### src/rtl/mult_pkg.sv
// mult_pkg: shared types for the iterative RV32M multiplier.
//   mult_op_e    - MUL / MULH / MULHSU / MULHU encodings (match the op port)
//   mult_state_e - control FSM states
//   shift_dir_e  - shift direction for mult_shift_reg
//   op_signed()  - per-operand signedness for a given op (idx 0 = rs1, 1 = rs2)
package mult_pkg;

    typedef enum logic [1:0] {
        OpMul    = 2'd0,
        OpMulh   = 2'd1,
        OpMulhsu = 2'd2,
        OpMulhu  = 2'd3
    } mult_op_e;

    typedef enum logic [1:0] {
        StIdle,
        StCalc,
        StFixup,
        StDone
    } mult_state_e;

    typedef enum logic {
        ShiftLeft  = 1'b0,
        ShiftRight = 1'b1
    } shift_dir_e;

    // MUL takes both operands as unsigned: the low half is the same either way.
    function automatic logic op_signed(input mult_op_e op, input logic idx);
        if (idx == 1'b0) begin
            return (op == OpMulh) || (op == OpMulhsu);
        end
        return op == OpMulh;
    endfunction

endpackage

### src/rtl/mult_shift_reg.sv
// mult_shift_reg: W-bit shift register with synchronous reset, parallel load and
// single-bit shift. Priority: Reset > load_i > shift_i.
// Ports:
//   Clk, Reset   - clock, synchronous active-high reset (clears to 0)
//   load_i       - load load_val_i
//   load_val_i   - parallel load value
//   shift_i      - shift by one in direction DIR
//   serial_i     - bit shifted in (LSB for ShiftLeft, MSB for ShiftRight)
//   serial_o     - bit about to be shifted out (MSB for ShiftLeft, LSB for ShiftRight)
//   q_o          - register contents
module mult_shift_reg
    import mult_pkg::*;
#(
    parameter int unsigned W   = 8,
    parameter shift_dir_e  DIR = ShiftLeft
) (
    input  logic         Clk,
    input  logic         Reset,
    input  logic         load_i,
    input  logic [W-1:0] load_val_i,
    input  logic         shift_i,
    input  logic         serial_i,
    output logic         serial_o,
    output logic [W-1:0] q_o
);

    logic [W-1:0] q_q, q_d;

    always_comb begin
        q_d = q_q;
        if (load_i) begin
            q_d = load_val_i;
        end else if (shift_i) begin
            if (DIR == ShiftRight) begin
                q_d = {serial_i, q_q[W-1:1]};
            end else begin
                q_d = {q_q[W-2:0], serial_i};
            end
        end
    end

    always_ff @(posedge Clk) begin
        if (Reset) begin
            q_q <= '0;
        end else begin
            q_q <= q_d;
        end
    end

    assign serial_o = (DIR == ShiftRight) ? q_q[0] : q_q[W-1];
    assign q_o      = q_q;

endmodule

### src/rtl/seq_multiplier.sv
// seq_multiplier: iterative shift-add multiplier for MUL/MULH/MULHSU/MULHU, one
// multiplier bit per cycle. Operands are reduced to magnitudes, multiplied
// unsigned, and the 2*WIDTH-bit product is negated at the end when exactly one
// operand was negative.
// Ports:
//   Clk, Reset - clock, synchronous active-high reset
//   start_i    - launch request, accepted only while ready_o is high
//   kill_i     - flush; returns to idle at the next edge, no done, result kept
//   op_i       - 0 MUL (low half), 1 MULH, 2 MULHSU, 3 MULHU (high half)
//   rs1_i      - multiplicand
//   rs2_i      - multiplier
//   ready_o    - idle, can accept start_i
//   done_o     - one-cycle pulse, result_o valid
//   result_o   - selected product half, held until the next completed op
// Build option: define SEQ_MULT_EARLY_TERM_EN to leave CALC as soon as the
// remaining multiplier bits are all zero (results unchanged, latency shorter).
module seq_multiplier
    import mult_pkg::*;
#(
    parameter int unsigned WIDTH = 32,
    parameter int unsigned CNT_W = $clog2(WIDTH + 1)
) (
    input  logic             Clk,
    input  logic             Reset,
    input  logic             start_i,
    input  logic             kill_i,
    input  logic [1:0]       op_i,
    input  logic [WIDTH-1:0] rs1_i,
    input  logic [WIDTH-1:0] rs2_i,
    output logic             ready_o,
    output logic             done_o,
    output logic [WIDTH-1:0] result_o
);

    localparam int unsigned PW = 2 * WIDTH;

    mult_state_e      state_q, state_d;
    mult_op_e         op_q, op_d;
    logic             neg_q, neg_d;
    logic [PW-1:0]    acc_q, acc_d;
    logic [CNT_W-1:0] cnt_q, cnt_d;
    logic [WIDTH-1:0] result_q, result_d;

    logic             accept, shift_en, calc_last;
    logic             sign1, sign2;
    logic [WIDTH-1:0] mag1, mag2;
    logic [PW-1:0]    mcand_q, acc_fix;
    logic [WIDTH-1:0] mplr_q;
    logic             unused_mcand_msb, unused_mplr_lsb;

    assign accept   = (state_q == StIdle) && start_i && !kill_i;
    assign shift_en = (state_q == StCalc) && !kill_i;

    assign sign1 = op_signed(mult_op_e'(op_i), 1'b0) && rs1_i[WIDTH-1];
    assign sign2 = op_signed(mult_op_e'(op_i), 1'b1) && rs2_i[WIDTH-1];
    // Most-negative value maps onto itself, which is its correct unsigned magnitude.
    assign mag1  = sign1 ? (~rs1_i + WIDTH'(1)) : rs1_i;
    assign mag2  = sign2 ? (~rs2_i + WIDTH'(1)) : rs2_i;

    mult_shift_reg #(
        .W   (PW),
        .DIR (ShiftLeft)
    ) u_mcand (
        .Clk        (Clk),
        .Reset      (Reset),
        .load_i     (accept),
        .load_val_i ({{WIDTH{1'b0}}, mag1}),
        .shift_i    (shift_en),
        .serial_i   (1'b0),
        .serial_o   (unused_mcand_msb),
        .q_o        (mcand_q)
    );

    mult_shift_reg #(
        .W   (WIDTH),
        .DIR (ShiftRight)
    ) u_mplr (
        .Clk        (Clk),
        .Reset      (Reset),
        .load_i     (accept),
        .load_val_i (mag2),
        .shift_i    (shift_en),
        .serial_i   (1'b0),
        .serial_o   (unused_mplr_lsb),
        .q_o        (mplr_q)
    );

`ifdef SEQ_MULT_EARLY_TERM_EN
    // Next multiplier value is zero: no further partial products can be added.
    assign calc_last = (cnt_q == CNT_W'(WIDTH - 1)) || (mplr_q[WIDTH-1:1] == '0);
`else
    assign calc_last = (cnt_q == CNT_W'(WIDTH - 1));
    logic unused_mplr_hi;
    assign unused_mplr_hi = ^mplr_q[WIDTH-1:1];
`endif

    assign acc_fix = neg_q ? (~acc_q + PW'(1)) : acc_q;

    always_comb begin
        state_d  = state_q;
        op_d     = op_q;
        neg_d    = neg_q;
        acc_d    = acc_q;
        cnt_d    = cnt_q;
        result_d = result_q;
        if (kill_i) begin
            state_d = StIdle;
        end else begin
            unique case (state_q)
                StIdle: begin
                    if (start_i) begin
                        op_d    = mult_op_e'(op_i);
                        neg_d   = sign1 ^ sign2;
                        acc_d   = '0;
                        cnt_d   = '0;
                        state_d = StCalc;
                    end
                end
                StCalc: begin
                    if (mplr_q[0]) begin
                        acc_d = acc_q + mcand_q;
                    end
                    cnt_d = cnt_q + CNT_W'(1);
                    if (calc_last) begin
                        state_d = StFixup;
                    end
                end
                StFixup: begin
                    acc_d    = acc_fix;
                    result_d = (op_q == OpMul) ? acc_fix[WIDTH-1:0] : acc_fix[PW-1:WIDTH];
                    state_d  = StDone;
                end
                StDone: begin
                    state_d = StIdle;
                end
                default: begin
                    state_d = StIdle;
                end
            endcase
        end
    end

    always_ff @(posedge Clk) begin
        if (Reset) begin
            state_q  <= StIdle;
            op_q     <= OpMul;
            neg_q    <= 1'b0;
            acc_q    <= '0;
            cnt_q    <= '0;
            result_q <= '0;
        end else begin
            state_q  <= state_d;
            op_q     <= op_d;
            neg_q    <= neg_d;
            acc_q    <= acc_d;
            cnt_q    <= cnt_d;
            result_q <= result_d;
        end
    end

    assign ready_o  = (state_q == StIdle);
    assign done_o   = (state_q == StDone);
    assign result_o = result_q;

endmodule

### config.mk
export PLATFORM = sky130hd
export DESIGN_NAME = seq_multiplier
export DESIGN_NICKNAME = d
export VERILOG_FILES = /design/src/rtl/mult_pkg.sv /design/src/rtl/mult_shift_reg.sv /design/src/rtl/seq_multiplier.sv
export SDC_FILE = /design/constraint.sdc
export NUM_CORES = 1
export LEC_CHECK = 0
export CORE_ASPECT_RATIO = 1.1
export CORE_MARGIN = 2
export CORE_UTILIZATION = 35
export DETAILED_ROUTE_END_ITERATION = 6
export PLACE_DENSITY_LB_ADDON = 0.05
export SLEW_MARGIN = 20
export SYNTH_ARGS = -nofsm -noshare
export SYNTH_HDL_FRONTEND = slang
export SYNTH_SLANG_ARGS = --single-unit
### constraint.sdc
create_clock -name Clk -period 4.6 [get_ports Clk]
set_input_delay 0.69 -clock Clk [delete_from_list [all_inputs] [get_ports Clk]]
set_output_delay 0.69 -clock Clk [all_outputs]
set_load 0.1 [all_outputs]
### Word-level counts from Yosys, hierarchy flattened

Cells that the tools add are included.

| operators by class | value |
|---|---|
| add/sub/neg operators | 5 |
| equal/unequal tests | 9 |
| mux-type cells | 16 |
| bitwise operators | 5 |
| reduce and logical (&&, ||, !) cells | 19 |

Operator list:

| cell | count |
|---|---|
| 2-to-1 mux 32 bit | 7 |
| 2-to-1 mux 64 bit | 3 |
| case mux 64 bit (3 select lines) | 1 |
| adder 32 x 1 -> 32 bit (second input constant) | 2 |
| adder 64 x 1 -> 64 bit (second input constant) | 1 |
| adder 64 bit | 1 |
| inverter 32 bit | 2 |
| inverter 64 bit | 1 |
| case mux 6 bit (2 select lines) | 1 |
| case mux 2 bit (4 select lines) | 1 |
| adder 6 x 1 -> 6 bit (second input constant) | 1 |
| equality test 2 bit (second input constant) | 3 |
| equality test 6 x 5 -> 1 bit (second input constant) | 1 |
| 2-to-1 mux 6 bit | 1 |
| AND reduction 3 bit | 2 |
| logical AND 1 bit | 5 |
| equality test 2 x 1 -> 1 bit (second input constant) | 2 |
| logical NOT 2 bit | 2 |
| 2-to-1 mux 2 bit | 2 |
| inequality test 2 bit (second input constant) | 2 |
| AND reduction 2 bit | 2 |
| AND reduction 4 bit | 1 |
| nonzero test 2 bit | 2 |
| OR reduction 2 bit | 2 |
| other kinds (6) | 6 |

| storage, ports and cells | value |
|---|---|
| bits in registers | 203 |
| input bits | 70 |
| word-level logic and storage cells | 63 |

### Longest topological paths before layout

Gate-level depths: netlist of run 1.

| logic depth | value |
|---|---|
| depth in word-level cells | 5 |
| gate-level depth with buffers | 13 |

### Cells and area by module

From an unflattened synthesis of run 1, not the netlist that was laid out.

| unflattened totals | value |
|---|---|
| cells, all modules | 2065 |
| area, all modules | 15991.6 um^2 |

Modules (own cells, without submodules):

| module | times used | cells an instance | area each (um^2) |
|---|---|---|---|
| seq_multiplier | 1 | 1637 | 11474.8 |
| mult_shift_reg (u_mcand) | 1 | 285 | 2999.1 |
| mult_shift_reg (u_mplr) | 1 | 143 | 1517.7 |

### Worst setup path before layout of run 1

Ideal clock, no wire load.

| path | value |
|---|---|
| path kind | register -> register |
| start | reg acc_q[0] |
| end | reg acc_q[52] |
| library setup time | 0.127 ns |
| arrival | 3.227 ns |
| required time | 4.473 ns |
| slack | 1.246 ns |
| stages on the path, launching flop included | 14 |
| buffers on the path | 0 |
| clock period less this slack | 3.354 ns |
| cells stage by stage | dfxtp_1 ha_1 inv_1 fa_1 inv_1 a21o_1 a221o_1 a31o_2 a31oi_1 o41ai_1 a21boi_1 o21ai_0 o22ai_1 or3_1 |

| between the ends | value |
|---|---|
| longest elaborated chain between the ends | 4 |
| elaborated cells on any way between the ends | 6 |
| those cells by class | add/sub (2); mux (3); bitwise (1) |

Ends and longest elaborated chain:

| element | RTL line | text |
|---|---|---|
| start, declared | seq_multiplier.sv:40 | `logic [PW-1:0] acc_q, acc_d;` |
| start signal, assigned | seq_multiplier.sv:148 | `acc_q <= '0;` |
| start signal, assigned | seq_multiplier.sv:155 | `acc_q <= acc_d;` |
| inverter 64 bit | seq_multiplier.sv:97 | `assign acc_fix = neg_q ? (~acc_q + PW'(1)) : acc_q;` |
| adder 64 x 1 -> 64 bit | seq_multiplier.sv:97 |  |
| 2-to-1 mux 64 bit | seq_multiplier.sv:97 |  |
| case mux 64 bit (3 select lines) (*) | seq_multiplier.sv:109 | `unique case (state_q)` |

Mark *: on every way between the ends. The rest lies on a longest branch, timed or not. The select of a mux whose other input is x is not followed.
A chain may end at the register's enable or synchronous reset.

### Final worst setup path of run 1

| path | value |
|---|---|
| start | reg acc_q[6] |
| end | reg acc_q[63] |

The elaborated chain is that of the path after synthesis.

==> metrics.md, run 1 <==
| Metric | Value |
|---|---|
| Worst hold slack | 0.443 ns |
| Placed insts | 2718 |
| Share of the synthesized area in the top cell type | 26.6% |
| Total Power | 4.67 mW |
| RePlAce Congestion | 0.876 |
| Slew Limit Fails | 0 |
| H-Tree Depth | 1 |
| Mapped cell area | 15300 um2 |
| Routed length per placed instance | 20.3 um |
| CTS Buf Count | 27 |
| Fin crit share | 86.6% |
| Number of global-route vias before repair | 14900 |
| Antenna violations before repair | 1 |
| Hold Path Sink | result_o[9] |
| Clk_skew | 0.0105 ns |
| Gr usage total | 24.3% |
| Post-synth cell types | 80 |
| Number of synthesized flops with an enable pin | 0 |
| Fin area | 17700 um2 |
| Post-synth net total | 2292 |
| Count of final setup violators | 0 |
| Status | complete, no violations |
| Largest family of logic cells by synthesized area | compound AO/OA/AOI/OAI gates |
| Core area | 43200 um2 |
| Clock sink count | 203 |
| Placed Area | 16800 um2 |
| Rel. slew slack | 30.2% |
| Synth area leader | dfxtp_1 |
| Syn Area/Cell | 7.10 um2 |
| Register bit total from synthesis | 203 |
| Worst Hold Class | flop to flop |
| Most used DFF post-synth | dfxtp_1 |
| Vias post-DR | 15900 |
| Sequential share of the synthesized area | 26.6% |
| Routed Antenna Nets | 0 |
| Hold Crit Start | result_o[9] |
| Layout area overhead | 15.9% |
| Router iterations before antenna repair | 5 |
| Worst r2r src | acc_q[6] |
| Critical path required time | 5.00 ns |
| Initial Utilization | 35.3% |
| Cell count after synthesis | 2149 |
| Mux cell area share after synthesis | 0.131% |
| Post-CTS Resized | 0 |
| N_diodes | 0 |
| Die Area | 45300 um2 |
| Drt drc | 0 |
| Largest net degree at the start of global routing | 71 |
| Wirelength, routed | 56.2 mm |
| Layout Cells excl Fill | 2765 |
| Drt initial violations | 1108 |
| Number of hold buffers added after CTS | 0 |
| Clock root buffer master | clkbuf_16 |
| Yosys Warn Count | 0 |
| CP endpoint kind | flop |
| Unrepaired setup endpoints after global routing | no |
| Hold depth | 2 |
| Die H | 223 um |
| FF-to-FF End | acc_q[63] |
| Synth Area in Compound Gates | 26.8% |
| Critical Path AT | 4.39 ns |
| XOR/XNOR Fraction of Synth Area | 9.81% |
| Synth Area in Simple Gates | 26.2% |
| TNS Setup | 0 ns |
| Crit path kind | flop to flop |
| Total gr overflow | 0 |
| Share of async-settable or async-resettable flops after synthesis | 0% |
| Num rows | 80 |
| Port buffer count | 103 |
| Clock Path Buffers | 3 |
| Reg2reg setup slack | 0.62 ns |
| Startpoint Class | flop |
| Most frequent cells in the layout | nand2_1 (415), nor2_1 (223), dfxtp_1 (202) |
| Endpoints failing hold | 0 |
| Synth top area cells | dfxtp_1 (27%), nand2_1 (10%), a21oi_1 (6.4%), ha_1 (5.9%), nor2_1 (5.5%) |
| Fraction of layout cells with a size suffix above 1 | 5.02% |
| Worst-path fanout max | 9 |
| Clock transition at path regs | 0.06 ns |
| Fmax achieved | 251 MHz |
| Max_cap viols | 0 |
| DP HPWL | 42.7 mm |
| I/O Pins | 104 |
| First-pass GRT wire length | 87.3 mm |
| Most common cell after layout, fill and taps aside | nand2_1 |
| P per Cell Area | 264 nW/um2 |
| Leak | 6.71 nW |
| Setup bufs post-CTS | 0 |
| Die Width | 203 um |
| VDD IR max | 0.205 mV |
| Via/cell ratio | 5.74 |
| Final net count | 2316 |
| Reg2Reg Depth | 12 |
| Post-Synth Adder-Cell Area | 6.03% |
| CTS tree | yes |
| Final min period | 3.98 ns |
| Clk_lat worst skew | 0.55 ns |
| Worst slew pin tran | 1.05 ns |
state kept, by name (all words and copies together) (netlist names):
name,cells
acc_q,64
u_mcand.q_o,64
result_o,32
u_mplr.q_o,32
cnt_q,6
op_q,2
state_q,2
neg_q,1
cell type report:
cell class	count	area (um2)
clock buffer	35	756
fill	4518	25600
clock inverter	12	170
timing repair buffer	137	1300
tap	574	718
sequential	203	4070
inverter	34	128
multi-input combinational	1770	10600
critical path, stage by stage, from the launching register on:
cell and delay [ns]:
dfxtp_1 0.55, ha_1 0.38, a21oi_1 0.21, o21ai_0 0.11, a31oi_1 0.28, o21ai_0 0.25, a41oi_1 0.57, o21ai_0 0.22
buf_4 0.20, a22o_1 0.26, a221oi_1 0.46, mux2i_1 0.25, o211ai_1 0.10
power breakdown:
group	leakage [nW]	switching [mW]	internal [mW]
clock network	0.457	0.856	1.37
logic	4.61	0.368	0.214
registers	1.65	0.0501	1.81
total	6.71	1.27	3.40
cells in the mapped netlist, drive strengths merged (3+ instances only):
cell type and number:
a221oi 17, a21oi 196, o22ai 18, o41ai 20, xor2 85, nor4 26, xnor2 86, clkbuf 127
o21a 13, a211oi 5, nand4 32, nand2 415, nand2b 11, a222oi 8, or4 19, a21boi 3
a22o 4, o31a 6, a22oi 13, o21bai 13, nor2b 11, nor3 56, buf 15, or2 7
a311oi 60, dfxtp 203, nor3b 4, ha 72, o21ai 149, nor2 225, o211ai 9, o32ai 3
a32o 3, or3 17, a21o 29, o221ai 5, nand3 36, and3 15, inv 34, a32oi 4
o31ai 17, o211a 3, and2 10, a31oi 15
how the worst max path moves through the flow:
| stage | cells after the start | startpoint | end | slack, ns |
|---|---|---|---|---|
| floorplan | 13 | acc_q[0] | acc_q[52] | 1.25 |
| global placement | 12 | acc_q[6] | acc_q[63] | 0.74 |
| detailed placement | 12 | acc_q[6] | acc_q[63] | 0.74 |
| CTS | 12 | acc_q[6] | acc_q[63] | 0.71 |
| global route | 14 | acc_q[0] | acc_q[52] | 0.49 |
| finish | 12 | acc_q[6] | acc_q[63] | 0.62 |
through the flow:
stage / util, % / setup slack (ns)
after floorplan: - / 1.25
after global placement: 38.7 / 0.738
after detailed placement: 38.7 / 0.737
after CTS: 40.9 / 0.705
after global routing: 40.9 / 0.487
final: 40.9 / 0.617
cell families (layout without fill, tap and decap cells):
family                     count (synthesis)  after routing
and+or+nand+nor                          893            893
AOI/OAI and AO/OA                        631            631
DFF                                      203            203
buffers and inverters                    176            218
xor gates and xnor gates                 171            171
adders and majority gates                 73             73
muxes                                      2              2
layer usage:
metal | vias to the layer above | track usage (%) | routed length [um]
met2 | 451 | 39.0 | 25100
met5 | - | 0 | 18
met1 | 7538 | 33.8 | 26400
met4 | 2 | 8.19 | 1870
met3 | 90 | 2.75 | 2850
li1 | 7803 | - | -
(Power assumes the default switching activity.)
==> run 2, diff against run 1 <==
Settings changed: SKIP_LAST_GASP from default to 1.
==> results of run 2 <==
Same layout as run 1: the final DEF is identical, and so are final timing and power.
==> run 3, diff against run 2 <==
Settings changed: GPL_TIMING_DRIVEN from default to 0.
==> metrics.md, run 3 (synthesis gave the netlist of run 1 again) <==
| Metric | Value |
|---|---|
| Status | complete, no violations |
| Clock sink count | 203 |
| CP endpoint kind | flop |
| Final worst slack | 0.225 ns |
| Routed length per placed instance | 22.0 um |
| Gr usage total | 27.3% |
| Clk_lat worst skew | 0.57 ns |
| Die Width | 203 um |
| Total gr overflow | 0 |
| Core area | 43200 um2 |
| Via/cell ratio | 5.71 |
| Footprint of the multi-input gates | 10500 um2 |
| Initial Utilization | 35.3% |
| Startpoint Class | flop |
| Final net count | 2423 |
| Worst hold slack | 0.443 ns |
| I/O Pins | 104 |
| Die H | 223 um |
| Fin crit share | 95.1% |
| Largest net degree at the start of global routing | 13 |
| Routed Antenna Nets | 0 |
| Leak | 6.67 nW |
| P per Cell Area | 257 nW/um2 |
| Register area | 4060 um2 |
| Wirelength, routed | 63.1 mm |
| Fill cells | 4683 |
| Vias post-DR | 16400 |
| First-pass GRT wire length | 95.7 mm |
| Clock transition at path regs | 0.06 ns |
| Drt initial violations | 1247 |
| Crit path kind | flop to flop |
| Clock Path Buffers | 3 |
| Endpoints failing hold | 0 |
| Setup bufs post-CTS | 0 |
| Most frequent cells in the layout | nand2_1 (415), nor2_1 (225), dfxtp_1 (203) |
| Total Power | 4.59 mW |
| Fmax achieved | 229 MHz |
| Layout area overhead | 17.1% |
| Max_cap viols | 0 |
| Clk_skew | 0.0160 ns |
| Number of global-route vias before repair | 16000 |
| Port buffer count | 102 |
| CTS tree | yes |
| Slew Limit Fails | 0 |
| Router iterations before antenna repair | 6 |
| Drt drc | 0 |
| H-Tree Depth | 1 |
| Num rows | 80 |
| RePlAce Congestion | 0.958 |
| VDD IR max | 0.242 mV |
| Fraction of layout cells with a size suffix above 1 | 3.13% |
| Worst Hold Class | flop to flop |
| Setup WS pre-CTS | -0.155 ns |
| CTS Buf Count | 27 |
| Final min period | 4.38 ns |
| Unrepaired setup endpoints after global routing | no |
| Antenna violations before repair | 1 |
| Worst-path fanout max | 6 |
| Most common cell after layout, fill and taps aside | nand2_1 |
| Count of final setup violators | 0 |
| Worst slew pin tran | 0.993 ns |
| Critical path required time | 5.04 ns |
| Die Area | 45300 um2 |
| Critical Path AT | 4.82 ns |
| Clock root buffer master | clkbuf_16 |
| DP HPWL | 50.6 mm |
| Number of hold buffers added after CTS | 0 |
| Rel. slew slack | 33.6% |
run 3: changes by cell type in the layout (fill, tap and decap cells not counted), moves of 2 or more:
cell	previous run	this run
o21ai_0	145	143
buf_1	0	13
bufinv_16	4	1
buf_4	34	0
clkbuf_1	3	132
nor2_1	223	225
buf_6	0	2
o21ai_1	2	4
run 3: metrics by stage:
| step | TNS, ns | instance area (um2) | instances | utilization [%] |
|---|---|---|---|---|
| after floorplan | 0 | 15300 | 2149 | - |
| after global placement | -0.716 | 17000 | 2825 | 39.3 |
| after detailed placement | -0.302 | 17000 | 2825 | 39.3 |
| after CTS | 0 | 17900 | 2873 | 41.3 |
| after global routing | 0 | 17900 | 2873 | 41.3 |
| final | 0 | 17900 | 2874 | 41.4 |
run 3: layer usage:
layer  track usage, %  share of wire (%)  vias to the layer above
li1                 -                  -                     8006
met1             35.8                 45                     7812
met2             47.4                 47                      494
met3             2.91                5.1                       93
met4             7.70                2.6                        0
met5                0                  0                        -
run 3: final timing paths:
path / end / slack, ns / from / depth (start not counted)
setup / recovery: acc_q[52] / 0.22 / acc_q[0] / 13
hold / removal: result_o[9] / 0.44 / result_o[9] / 2
setup reg to reg: acc_q[52] / 0.22 / acc_q[0] / 13
hold reg to reg: result_o[9] / 0.44 / result_o[9] / 2
run 3: cell type report:
class / instances / area share (%)
Antenna cell: 1 / 0.0140
Buffer: 142 / 3.06
Clock buffer: 38 / 4.35
Clock inverter: 10 / 0.511
Inverter: 34 / 0.714
Multi-Input combinational cell: 1770 / 58.9
Sequential cell: 203 / 22.7
Tap cell: 574 / 4.02
Timing Repair Buffer: 102 / 5.71
run 3: critical path: stages, from the launching register on:
cell and delay, ns:
dfxtp_1 0.43, ha_1 0.29, inv_1 0.08, fa_1 0.21
inv_1 0.05, a21o_1 0.17, a221o_1 0.36, a31o_2 0.34
a31oi_1 0.52, o41ai_2 0.22, a21boi_1 0.67, o21ai_1 0.34
nor4b_1 0.23, or3_1 0.35
run 3: where the power goes:
group	total (mW)	internal, mW	switching (mW)
combinational	0.631	0.215	0.417
sequential	1.85	1.81	0.0444
clock	2.10	1.23	0.876
total	4.59	3.25	1.34
run 3: what timing repair did:
item                                    4_1_cts  5_1_grt
cloned                                        0        0
endpoints found under the hold margin         0        0
resized for setup                             1        1
endpoints found under the setup margin        3        1
